File: src/rtl/scaler_cfg_ctrl_if.sv
// Host-side configuration bus of the scaler configuration controller.
// Carries the request strobe with its crop window, output resolution and
// algorithm select, plus the status flags that the controller reports back.
//   master : host (drives the request, reads status)
//   slave  : scaler_cfg_ctrl (reads the request, drives status)
interface scaler_cfg_ctrl_if #(
    parameter int IN_X_W  = 11,
    parameter int IN_Y_W  = 11,
    parameter int OUT_X_W = 11,
    parameter int OUT_Y_W = 11
);
    logic               cfg_wr;
    logic [IN_X_W-1:0]  cfg_start_x;
    logic [IN_X_W-1:0]  cfg_end_x;
    logic [IN_Y_W-1:0]  cfg_start_y;
    logic [IN_Y_W-1:0]  cfg_end_y;
    logic [OUT_X_W-1:0] cfg_out_x_res;
    logic [OUT_Y_W-1:0] cfg_out_y_res;
    logic               cfg_nearest;
    logic               cfg_busy;
    logic               cfg_pending;
    logic               cfg_applied;
    logic               cfg_err;
    logic               cfg_sat;

    modport master (
        output cfg_wr, cfg_start_x, cfg_end_x, cfg_start_y, cfg_end_y,
               cfg_out_x_res, cfg_out_y_res, cfg_nearest,
        input  cfg_busy, cfg_pending, cfg_applied, cfg_err, cfg_sat
    );

    modport slave (
        input  cfg_wr, cfg_start_x, cfg_end_x, cfg_start_y, cfg_end_y,
               cfg_out_x_res, cfg_out_y_res, cfg_nearest,
        output cfg_busy, cfg_pending, cfg_applied, cfg_err, cfg_sat
    );
endinterface

File: src/rtl/scaler_cfg_ctrl.sv
// Frame-synchronous configuration controller for the video scaler.
// A host request (crop window, output resolution, algorithm) is validated,
// the Q4.14 scale factors are computed with a sequential restoring divider
// (one quotient bit per cycle), and the result is committed to the active
// outputs on the next vsync rising edge while in PEND.
// Ports:
//   clk, rst_n         : pixel clock, async active-low reset
//   cfg                : host request/status bus (slave side)
//   vs_i               : frame vsync level, synchronous to clk
//   input_*_res        : active input resolution minus 1
//   output_*_res       : active output resolution minus 1
//   x_scale, y_scale   : active scale factors, Q4.14
//   nearest            : active algorithm select (1 = nearest-neighbour)
//   frame_start        : one-cycle scaler start, one cycle after a commit
module scaler_cfg_ctrl #(
    parameter int IN_X_W          = 11,
    parameter int IN_Y_W          = 11,
    parameter int OUT_X_W         = 11,
    parameter int OUT_Y_W         = 11,
    parameter int SCALE_INT_BITS  = 4,
    parameter int SCALE_FRAC_BITS = 14,
    parameter int RST_IN_X        = 1919,
    parameter int RST_IN_Y        = 1079,
    parameter int RST_OUT_X       = 1919,
    parameter int RST_OUT_Y       = 1079
) (
    input  logic                                      clk,
    input  logic                                      rst_n,
    scaler_cfg_ctrl_if.slave                          cfg,
    input  logic                                      vs_i,
    output logic [IN_X_W-1:0]                         input_x_res,
    output logic [IN_Y_W-1:0]                         input_y_res,
    output logic [OUT_X_W-1:0]                        output_x_res,
    output logic [OUT_Y_W-1:0]                        output_y_res,
    output logic [SCALE_INT_BITS+SCALE_FRAC_BITS-1:0] x_scale,
    output logic [SCALE_INT_BITS+SCALE_FRAC_BITS-1:0] y_scale,
    output logic                                      nearest,
    output logic                                      frame_start
);
    localparam int SB    = SCALE_INT_BITS + SCALE_FRAC_BITS;
    localparam int IN_W  = (IN_X_W > IN_Y_W) ? IN_X_W : IN_Y_W;
    localparam int OUT_W = (OUT_X_W > OUT_Y_W) ? OUT_X_W : OUT_Y_W;
    localparam int NUM_W = IN_W + SCALE_FRAC_BITS;
    localparam int DEN_W = OUT_W + 1;
    localparam int CNT_W = $clog2(NUM_W);
    localparam logic [CNT_W-1:0] CNT_LAST  = CNT_W'(NUM_W - 1);
    localparam logic [SB-1:0]    SCALE_ONE = SB'(1) << SCALE_FRAC_BITS;
    localparam logic [SB-1:0]    SCALE_MAX = '1;

    typedef enum logic [2:0] {IDLE, CHECK, DIV_X, DIV_Y, PEND} state_t;

    typedef struct packed {
        logic [IN_X_W-1:0]  in_x;
        logic [IN_Y_W-1:0]  in_y;
        logic [OUT_X_W-1:0] out_x;
        logic [OUT_Y_W-1:0] out_y;
        logic [SB-1:0]      xs;
        logic [SB-1:0]      ys;
        logic               nearest;
    } act_cfg_t;

    typedef struct packed {
        logic [IN_X_W-1:0] sx;
        logic [IN_X_W-1:0] ex;
        logic [IN_Y_W-1:0] sy;
        logic [IN_Y_W-1:0] ey;
    } crop_t;

    localparam act_cfg_t ACT_RST = '{
        in_x: IN_X_W'(RST_IN_X), in_y: IN_Y_W'(RST_IN_Y),
        out_x: OUT_X_W'(RST_OUT_X), out_y: OUT_Y_W'(RST_OUT_Y),
        xs: SCALE_ONE, ys: SCALE_ONE, nearest: 1'b0};

    state_t           state_q, state_d;
    crop_t            crop_q, crop_d;
    act_cfg_t         sh_q, sh_d;      // shadow config being built
    act_cfg_t         act_q, act_d;    // config seen by the scaler
    logic [NUM_W-1:0] num_q, num_d;    // dividend shifting out, quotient shifting in
    logic [OUT_W-1:0] rem_q, rem_d;    // partial remainder, always < divisor
    logic [DEN_W-1:0] den_q, den_d;
    logic [CNT_W-1:0] cnt_q, cnt_d;
    logic             err_q, err_d;
    logic             sat_q, sat_d;
    logic             applied_q, applied_d;
    logic             vs_d_q, vs_d_d;
    logic             rise_q, rise_d;
    logic             frame_start_q, frame_start_d;

    logic             vs_rise;
    logic [DEN_W-1:0] rem_sh;
    logic             q_bit;
    logic [NUM_W-1:0] quo;
    logic             quo_sat;
    logic [SB-1:0]    scale;
    logic [IN_X_W-1:0] width_x;
    logic [IN_Y_W-1:0] width_y;

    assign vs_rise = vs_i & ~vs_d_q;

    always_comb begin
        state_d       = state_q;
        crop_d        = crop_q;
        sh_d          = sh_q;
        act_d         = act_q;
        num_d         = num_q;
        rem_d         = rem_q;
        den_d         = den_q;
        cnt_d         = cnt_q;
        err_d         = err_q;
        sat_d         = sat_q;
        applied_d     = 1'b0;
        vs_d_d        = vs_i;
        rise_d        = vs_rise;
        // Commit lands one cycle before the scaler's start pulse.
        frame_start_d = rise_q;

        // One restoring-divide step: shift in the next dividend bit, subtract if it fits.
        rem_sh  = {rem_q, num_q[NUM_W-1]};
        q_bit   = (rem_sh >= den_q);
        quo     = {num_q[NUM_W-2:0], q_bit};
        quo_sat = |quo[NUM_W-1:SB];
        scale   = quo_sat ? SCALE_MAX : quo[SB-1:0];
        width_x = crop_q.ex - crop_q.sx;
        width_y = crop_q.ey - crop_q.sy;

        case (state_q)
            IDLE, PEND: begin
                // Commit uses the old shadow even when a new request arrives this cycle.
                if (state_q == PEND && vs_rise) begin
                    act_d     = sh_q;
                    applied_d = 1'b1;
                    state_d   = IDLE;
                end
                if (cfg.cfg_wr) begin
                    crop_d       = '{sx: cfg.cfg_start_x, ex: cfg.cfg_end_x,
                                     sy: cfg.cfg_start_y, ey: cfg.cfg_end_y};
                    sh_d.out_x   = cfg.cfg_out_x_res;
                    sh_d.out_y   = cfg.cfg_out_y_res;
                    sh_d.nearest = cfg.cfg_nearest;
                    err_d        = 1'b0;
                    sat_d        = 1'b0;
                    state_d      = CHECK;
                end
            end
            CHECK: begin
                if (crop_q.ex <= crop_q.sx || crop_q.ey <= crop_q.sy) begin
                    err_d   = 1'b1;
                    state_d = IDLE;
                end else begin
                    sh_d.in_x = width_x - 1'b1;
                    sh_d.in_y = width_y - 1'b1;
                    num_d     = NUM_W'(width_x) << SCALE_FRAC_BITS;
                    den_d     = DEN_W'(sh_q.out_x) + 1'b1;
                    rem_d     = '0;
                    cnt_d     = '0;
                    state_d   = DIV_X;
                end
            end
            DIV_X, DIV_Y: begin
                num_d = quo;
                rem_d = OUT_W'(q_bit ? rem_sh - den_q : rem_sh);
                cnt_d = cnt_q + 1'b1;
                if (cnt_q == CNT_LAST) begin
                    sat_d = sat_q | quo_sat;
                    if (state_q == DIV_X) begin
                        sh_d.xs = scale;
                        num_d   = (NUM_W'(sh_q.in_y) + NUM_W'(1)) << SCALE_FRAC_BITS;
                        den_d   = DEN_W'(sh_q.out_y) + 1'b1;
                        rem_d   = '0;
                        cnt_d   = '0;
                        state_d = DIV_Y;
                    end else begin
                        sh_d.ys = scale;
                        state_d = PEND;
                    end
                end
            end
            default: state_d = IDLE;
        endcase
    end

    always_ff @(posedge clk or negedge rst_n) begin
        if (!rst_n) begin
            state_q       <= IDLE;
            crop_q        <= '0;
            sh_q          <= '0;
            act_q         <= ACT_RST;
            num_q         <= '0;
            rem_q         <= '0;
            den_q         <= '0;
            cnt_q         <= '0;
            err_q         <= 1'b0;
            sat_q         <= 1'b0;
            applied_q     <= 1'b0;
            vs_d_q        <= 1'b0;
            rise_q        <= 1'b0;
            frame_start_q <= 1'b0;
        end else begin
            state_q       <= state_d;
            crop_q        <= crop_d;
            sh_q          <= sh_d;
            act_q         <= act_d;
            num_q         <= num_d;
            rem_q         <= rem_d;
            den_q         <= den_d;
            cnt_q         <= cnt_d;
            err_q         <= err_d;
            sat_q         <= sat_d;
            applied_q     <= applied_d;
            vs_d_q        <= vs_d_d;
            rise_q        <= rise_d;
            frame_start_q <= frame_start_d;
        end
    end

    assign input_x_res     = act_q.in_x;
    assign input_y_res     = act_q.in_y;
    assign output_x_res    = act_q.out_x;
    assign output_y_res    = act_q.out_y;
    assign x_scale         = act_q.xs;
    assign y_scale         = act_q.ys;
    assign nearest         = act_q.nearest;
    assign frame_start     = frame_start_q;
    assign cfg.cfg_busy    = (state_q == CHECK) || (state_q == DIV_X) || (state_q == DIV_Y);
    assign cfg.cfg_pending = (state_q == PEND);
    assign cfg.cfg_applied = applied_q;
    assign cfg.cfg_err     = err_q;
    assign cfg.cfg_sat     = sat_q;
endmodule
File: src/flat_wrapper.sv
// flat-port wrapper written by rule: the top's interface ports become plain ports
module scaler_cfg_ctrl_flat 
#(
    parameter int IN_X_W          = 11,
    parameter int IN_Y_W          = 11,
    parameter int OUT_X_W         = 11,
    parameter int OUT_Y_W         = 11,
    parameter int SCALE_INT_BITS  = 4,
    parameter int SCALE_FRAC_BITS = 14,
    parameter int RST_IN_X        = 1919,
    parameter int RST_IN_Y        = 1079,
    parameter int RST_OUT_X       = 1919,
    parameter int RST_OUT_Y       = 1079
)
  (clk, rst_n, vs_i, input_x_res, input_y_res, output_x_res, output_y_res, x_scale, y_scale, nearest, frame_start, cfg_cfg_wr, cfg_cfg_start_x, cfg_cfg_end_x, cfg_cfg_start_y, cfg_cfg_end_y, cfg_cfg_out_x_res, cfg_cfg_out_y_res, cfg_cfg_nearest, cfg_cfg_busy, cfg_cfg_pending, cfg_cfg_applied, cfg_cfg_err, cfg_cfg_sat);
  scaler_cfg_ctrl_if #(.IN_X_W(IN_X_W), .IN_Y_W(IN_Y_W), .OUT_X_W(OUT_X_W), .OUT_Y_W(OUT_Y_W)) cfg_i ();
  input  logic clk;
  input  logic rst_n;
  input  logic vs_i;
  output logic [IN_X_W-1:0] input_x_res;
  output logic [IN_Y_W-1:0] input_y_res;
  output logic [OUT_X_W-1:0] output_x_res;
  output logic [OUT_Y_W-1:0] output_y_res;
  output logic [SCALE_INT_BITS+SCALE_FRAC_BITS-1:0] x_scale;
  output logic [SCALE_INT_BITS+SCALE_FRAC_BITS-1:0] y_scale;
  output logic nearest;
  output logic frame_start;
  input wire logic [$bits(cfg_i.cfg_wr)-1:0] cfg_cfg_wr;
  input wire logic [$bits(cfg_i.cfg_start_x)-1:0] cfg_cfg_start_x;
  input wire logic [$bits(cfg_i.cfg_end_x)-1:0] cfg_cfg_end_x;
  input wire logic [$bits(cfg_i.cfg_start_y)-1:0] cfg_cfg_start_y;
  input wire logic [$bits(cfg_i.cfg_end_y)-1:0] cfg_cfg_end_y;
  input wire logic [$bits(cfg_i.cfg_out_x_res)-1:0] cfg_cfg_out_x_res;
  input wire logic [$bits(cfg_i.cfg_out_y_res)-1:0] cfg_cfg_out_y_res;
  input wire logic [$bits(cfg_i.cfg_nearest)-1:0] cfg_cfg_nearest;
  output wire logic [$bits(cfg_i.cfg_busy)-1:0] cfg_cfg_busy;
  output wire logic [$bits(cfg_i.cfg_pending)-1:0] cfg_cfg_pending;
  output wire logic [$bits(cfg_i.cfg_applied)-1:0] cfg_cfg_applied;
  output wire logic [$bits(cfg_i.cfg_err)-1:0] cfg_cfg_err;
  output wire logic [$bits(cfg_i.cfg_sat)-1:0] cfg_cfg_sat;
  assign cfg_i.cfg_wr = cfg_cfg_wr;
  assign cfg_i.cfg_start_x = cfg_cfg_start_x;
  assign cfg_i.cfg_end_x = cfg_cfg_end_x;
  assign cfg_i.cfg_start_y = cfg_cfg_start_y;
  assign cfg_i.cfg_end_y = cfg_cfg_end_y;
  assign cfg_i.cfg_out_x_res = cfg_cfg_out_x_res;
  assign cfg_i.cfg_out_y_res = cfg_cfg_out_y_res;
  assign cfg_i.cfg_nearest = cfg_cfg_nearest;
  assign cfg_cfg_busy = cfg_i.cfg_busy;
  assign cfg_cfg_pending = cfg_i.cfg_pending;
  assign cfg_cfg_applied = cfg_i.cfg_applied;
  assign cfg_cfg_err = cfg_i.cfg_err;
  assign cfg_cfg_sat = cfg_i.cfg_sat;
  scaler_cfg_ctrl #(.IN_X_W(IN_X_W), .IN_Y_W(IN_Y_W), .OUT_X_W(OUT_X_W), .OUT_Y_W(OUT_Y_W), .SCALE_INT_BITS(SCALE_INT_BITS), .SCALE_FRAC_BITS(SCALE_FRAC_BITS), .RST_IN_X(RST_IN_X), .RST_IN_Y(RST_IN_Y), .RST_OUT_X(RST_OUT_X), .RST_OUT_Y(RST_OUT_Y)) u_core (.clk(clk), .rst_n(rst_n), .cfg(cfg_i), .vs_i(vs_i), .input_x_res(input_x_res), .input_y_res(input_y_res), .output_x_res(output_x_res), .output_y_res(output_y_res), .x_scale(x_scale), .y_scale(y_scale), .nearest(nearest), .frame_start(frame_start));
endmodule
File: config.mk
export PLATFORM = sky130hd
export DESIGN_NAME = scaler_cfg_ctrl_flat
export DESIGN_NICKNAME = d
export VERILOG_FILES = /design/src/rtl/scaler_cfg_ctrl_if.sv /design/src/rtl/scaler_cfg_ctrl.sv /design/src/flat_wrapper.sv
export SDC_FILE = /design/constraint.sdc
export NUM_CORES = 1
export LEC_CHECK = 0
export BUFFER_PORTS_ARGS = -buffer_cell sky130_fd_sc_hd__buf_2
export CORE_MARGIN = 2
export CORE_UTILIZATION = 53
export CTS_CLUSTER_DIAMETER = 100
export DETAILED_ROUTE_END_ITERATION = 8
export HOLD_SLACK_MARGIN = 0.08
export PLACE_DENSITY = 0.85
export SLEW_MARGIN = 25
export SYNTH_ARGS = -nofsm -noshare
export SYNTH_HDL_FRONTEND = slang
export SYNTH_SLANG_ARGS = --single-unit
File: constraint.sdc
create_clock -name clk -period 2.4 [get_ports clk]
set_clock_uncertainty 0.05 [all_clocks]
set_input_delay 0.24 -clock clk [delete_from_list [all_inputs] [get_ports clk]]
set_output_delay 0.24 -clock clk [all_outputs]
set_load 0.01 [all_outputs]
==> results by group <==
Drt
  • Vias: 11848
  • DRC: 0
  • Drt pass-1 iters: 6
  • 1st-iter DRT viols: 1281
  • Routed wire length per instance: 19.9 microns
  • Post-DRT Antenna Nets: 0
  • Via density: roughly 5.8
  • WL final: just over 40000 microns

Power
  • PwrDens: 1560 nW/um^2
  • VDD IR max: 0.00115 V
  • Total power: 26.7 mW
  • LEAKAGE: ~8.6 nW

Finish
  • N_diodes: 0
  • Number of nets in the layout: 1810
  • Fillers: 1431
  • Cell area after layout: 17100 sq um
  • Layout cells sized above 1: ~30%
  • P&R area growth vs syn: 34.9%
  • Final std cells w/o fill: 2036

Logic synthesis
  • Ys Warns: 0
  • Avg Cell Area, Syn: 9.26 sq um
  • Syn Nets: roughly 1500
  • Post-synth EDFFs: 0
  • Seq/Total Area, Yosys: a little over half
  • Synth area leader: dfrtp_1
  • Async SR Flop Fraction: 100%
  • Mapped cell area: 12700 sq um
  • Synthesized flop and latch total: around 270
  • Area contributors post-synth: dfrtp_1 (46%), nand2_1 (14%), dfstp_2 (7.0%), ha_1 (3.9%), o21ai_0 (3.1%)
  • Synth Flop Type: dfrtp_1
  • Most common cell in the netlist: nand2_1
  • Mapped Cells: 1372
  • Top-area cell type share of the netlist area: 46.1%
  • Library cells used by synthesis: 76
  • Leading cell types by count after synthesis: nand2_1 (475), dfrtp_1 (234), nor2_1 (80)

Timing
  • Slew margin rel.: 47.5%
  • Hold Vio Cnt, Final: 0
  • RSZ-0062 raised after global routing: true
  • # setup viols final: 75
  • Count of final max-slew check failures: 0
  • Period Utilization, post-route: 109%
  • Worst setup margin: -0.206 ns
  • Slew @ Worst Pin: 0.786 ns
  • Post-route minimum period: 2.61 ns
  • Hold_ws: 0.203 ns
  • Achievable frequency: 384 MHz

Global routing
  • Layer with the highest usage: met2
  • Initial antenna violation count: 0
  • Routing usage on met1: 33.9%
  • Vias in the first global route: 11443
  • First-pass GRT wire length: roughly 57000 microns
  • GRT Total Usage: between 20% and 30%
  • Largest net degree at the start of global routing: 71
  • GRT met3 Usage: slightly above 4%
  • Met2 GRT Util: between 40% and 50%
  • Grt ovf: 0

Critical path
  • Crit path required time: 2.82 ns
  • Crit path DAT: between 3 and 4 ns
  • CP Class: register to register
  • Critical Path End Type: register
  • Startpoint Class: register
  • Worst-path maximum fanout: 2

Die
  • Die Y: approximately 160 microns
  • Die W: 159 microns
  • I/O Pins: 158
  • Row count: 56
  • Die ar.: approximately 25000 sq um
  • Starting Density: a little over half
  • Core area: around 23000 sq um

Placement
  • PortBufs: 157
  • Dpl cells: 1885
  • Detail Placement HPWL: 21000 microns
  • DP Worst Slack: -0.167 ns
  • GPL Wtd Cong: 0.885
  • Area post-placement: 14500 sq um

Clock tree
  • Num CTS Buffers: 27
  • Later-pin clock latency in the skew report: 0.56 ns
  • CTS Sinks: 268
  • Clk slew on worst S/H paths: around 0.07 ns
  • Max H-tree Level: 1
  • Clock buffer depth: 3
  • CTS tree: done
  • Root Driver: clkbuf_16

Job
  • Max Cap Violations: 0

Outcome
  • Failing checks: negative setup slack
  • Status: finished with violations

Min path
  • Hold crit path type: input pin to async pin
-- kinds of logic after synthesis --
kind of cell,synth area share [%]
simple gates,20.4
buf+inv,3.90
mux,2.69
xor+xnor,3.51
flops,53.1
fa+ha+maj,4.41
compound gates,12.0
-- routing by layer --
metal  routed length [microns]  share of wire, %  up-vias
li1                          -                 -     5179
met1                     14800                37     5745
met2                     20400                50      704
met3                      2920               7.2      220
met4                      2370               5.9        0
met5                         0                 0        -
-- worst paths after layout --
path	startpoint	end	slack (ns)	depth (start not counted)
max in group asynchronous	rst_n	u_core.input_y_res[5]	1.28	3
worst min register to register	u_core.frame_start_d	u_core.frame_start	0.31	0
worst max register to register	u_core.num_q[24]	u_core.rem_q[10]	-0.21	13
worst max-delay path	u_core.num_q[24]	u_core.rem_q[10]	-0.21	13
min in group clk	vs_i	u_core.vs_d_q	0.30	2
worst min-delay path	rst_n	u_core.num_q[6]	0.20	2
-- worst max-delay path, cell delays in order, from the launching register on --
cell and delay (ns):
dfrtp_1 0.39, inv_1 0.09, ha_2 0.20, inv_2 0.05, fa_2 0.33, a21o_1 0.18, a21o_1 0.20, buf_6 0.12
a221oi_4 0.23, o21bai_1 0.10, a21oi_1 0.22, xnor2_1 0.14, mux2i_1 0.08, o21ai_1 0.12
-- layout make-up --
| class | instances | area, sq um | share of cell area, % |
|---|---|---|---|
| Sequential cell | 268 | 6750 | 39.4 |
| Multi-Input combinational cell | 989 | 6190 | 36.1 |
| Clock buffer | 45 | 783 | 4.57 |
| Timing Repair Buffer | 357 | 2780 | 16.2 |
| Clock inverter | 5 | 33.8 | 0.197 |
| Tap cell | 319 | 399 | 2.33 |
| Inverter | 53 | 199 | 1.16 |
-- sequential cells by signal, indices dropped and copies added (netlist names), 3 cells and up --
register and cells:
u_core.y_scale 18, u_core.output_y_res 11, u_core.crop_q 44, u_core.input_x_res 11
u_core.cnt_q 5, u_core.den_q 12, u_core.state_q 3, u_core.sh_q 81
u_core.num_q 25, u_core.output_x_res 11, u_core.x_scale 18, u_core.input_y_res 11
u_core.rem_q 11
-- layout by cell type (no fill, tap or decap), types with 13 or more instances in the layout --
cell,n
a21oi_2,22
a21oi_1,36
ha_1,26
buf_2,156
nand2_1,450
o21ai_2,14
o21ai_0,51
mux2i_1,15
nand3_1,21
nor2_1,65
buf_6,18
o21ai_1,26
nand2_2,19
dfstp_2,34
inv_1,43
a22o_1,15
mux2_4,13
clkbuf_1,14
buf_4,93
dlygate4sd3_1,70
xnor2_1,23
clkbuf_16,33
dfrtp_1,234
xor2_1,21
a21o_1,18
-- what timing repair did --
action | 4_1_cts | 5_1_grt
setup endpoints to repair | 68 | 74
pin swaps | 25 | 61
gates cloned | 2 | 9
hold buffers | 70 | 0
gates resized for setup | 45 | 165
buffers inserted | 6 | 18
hold endpoints to repair | 140 | 0
-- report_power, final --
| group | internal, mW | leakage [nW] | switching [mW] |
|---|---|---|---|
| Clock | 2.22 | 0.391 | 1.79 |
| Sequential | 5.77 | 3.40 | 1.32 |
| Combinational | 7.46 | 4.83 | 8.12 |
| Total | 15.4 | 8.62 | 11.2 |
-- stage by stage --
| stage | utilization [%] | TNS [ns] |
|---|---|---|
| detailed placement | 61.6 | -3.50 |
| global route | 73.0 | -10.06 |
| global placement | 61.6 | -1.17 |
| finish | 73.0 | -8.80 |
| CTS | 69.0 | -0.130 |
| floorplan | - | 0 |
Note: power is estimated with default switching activity, not from simulation.
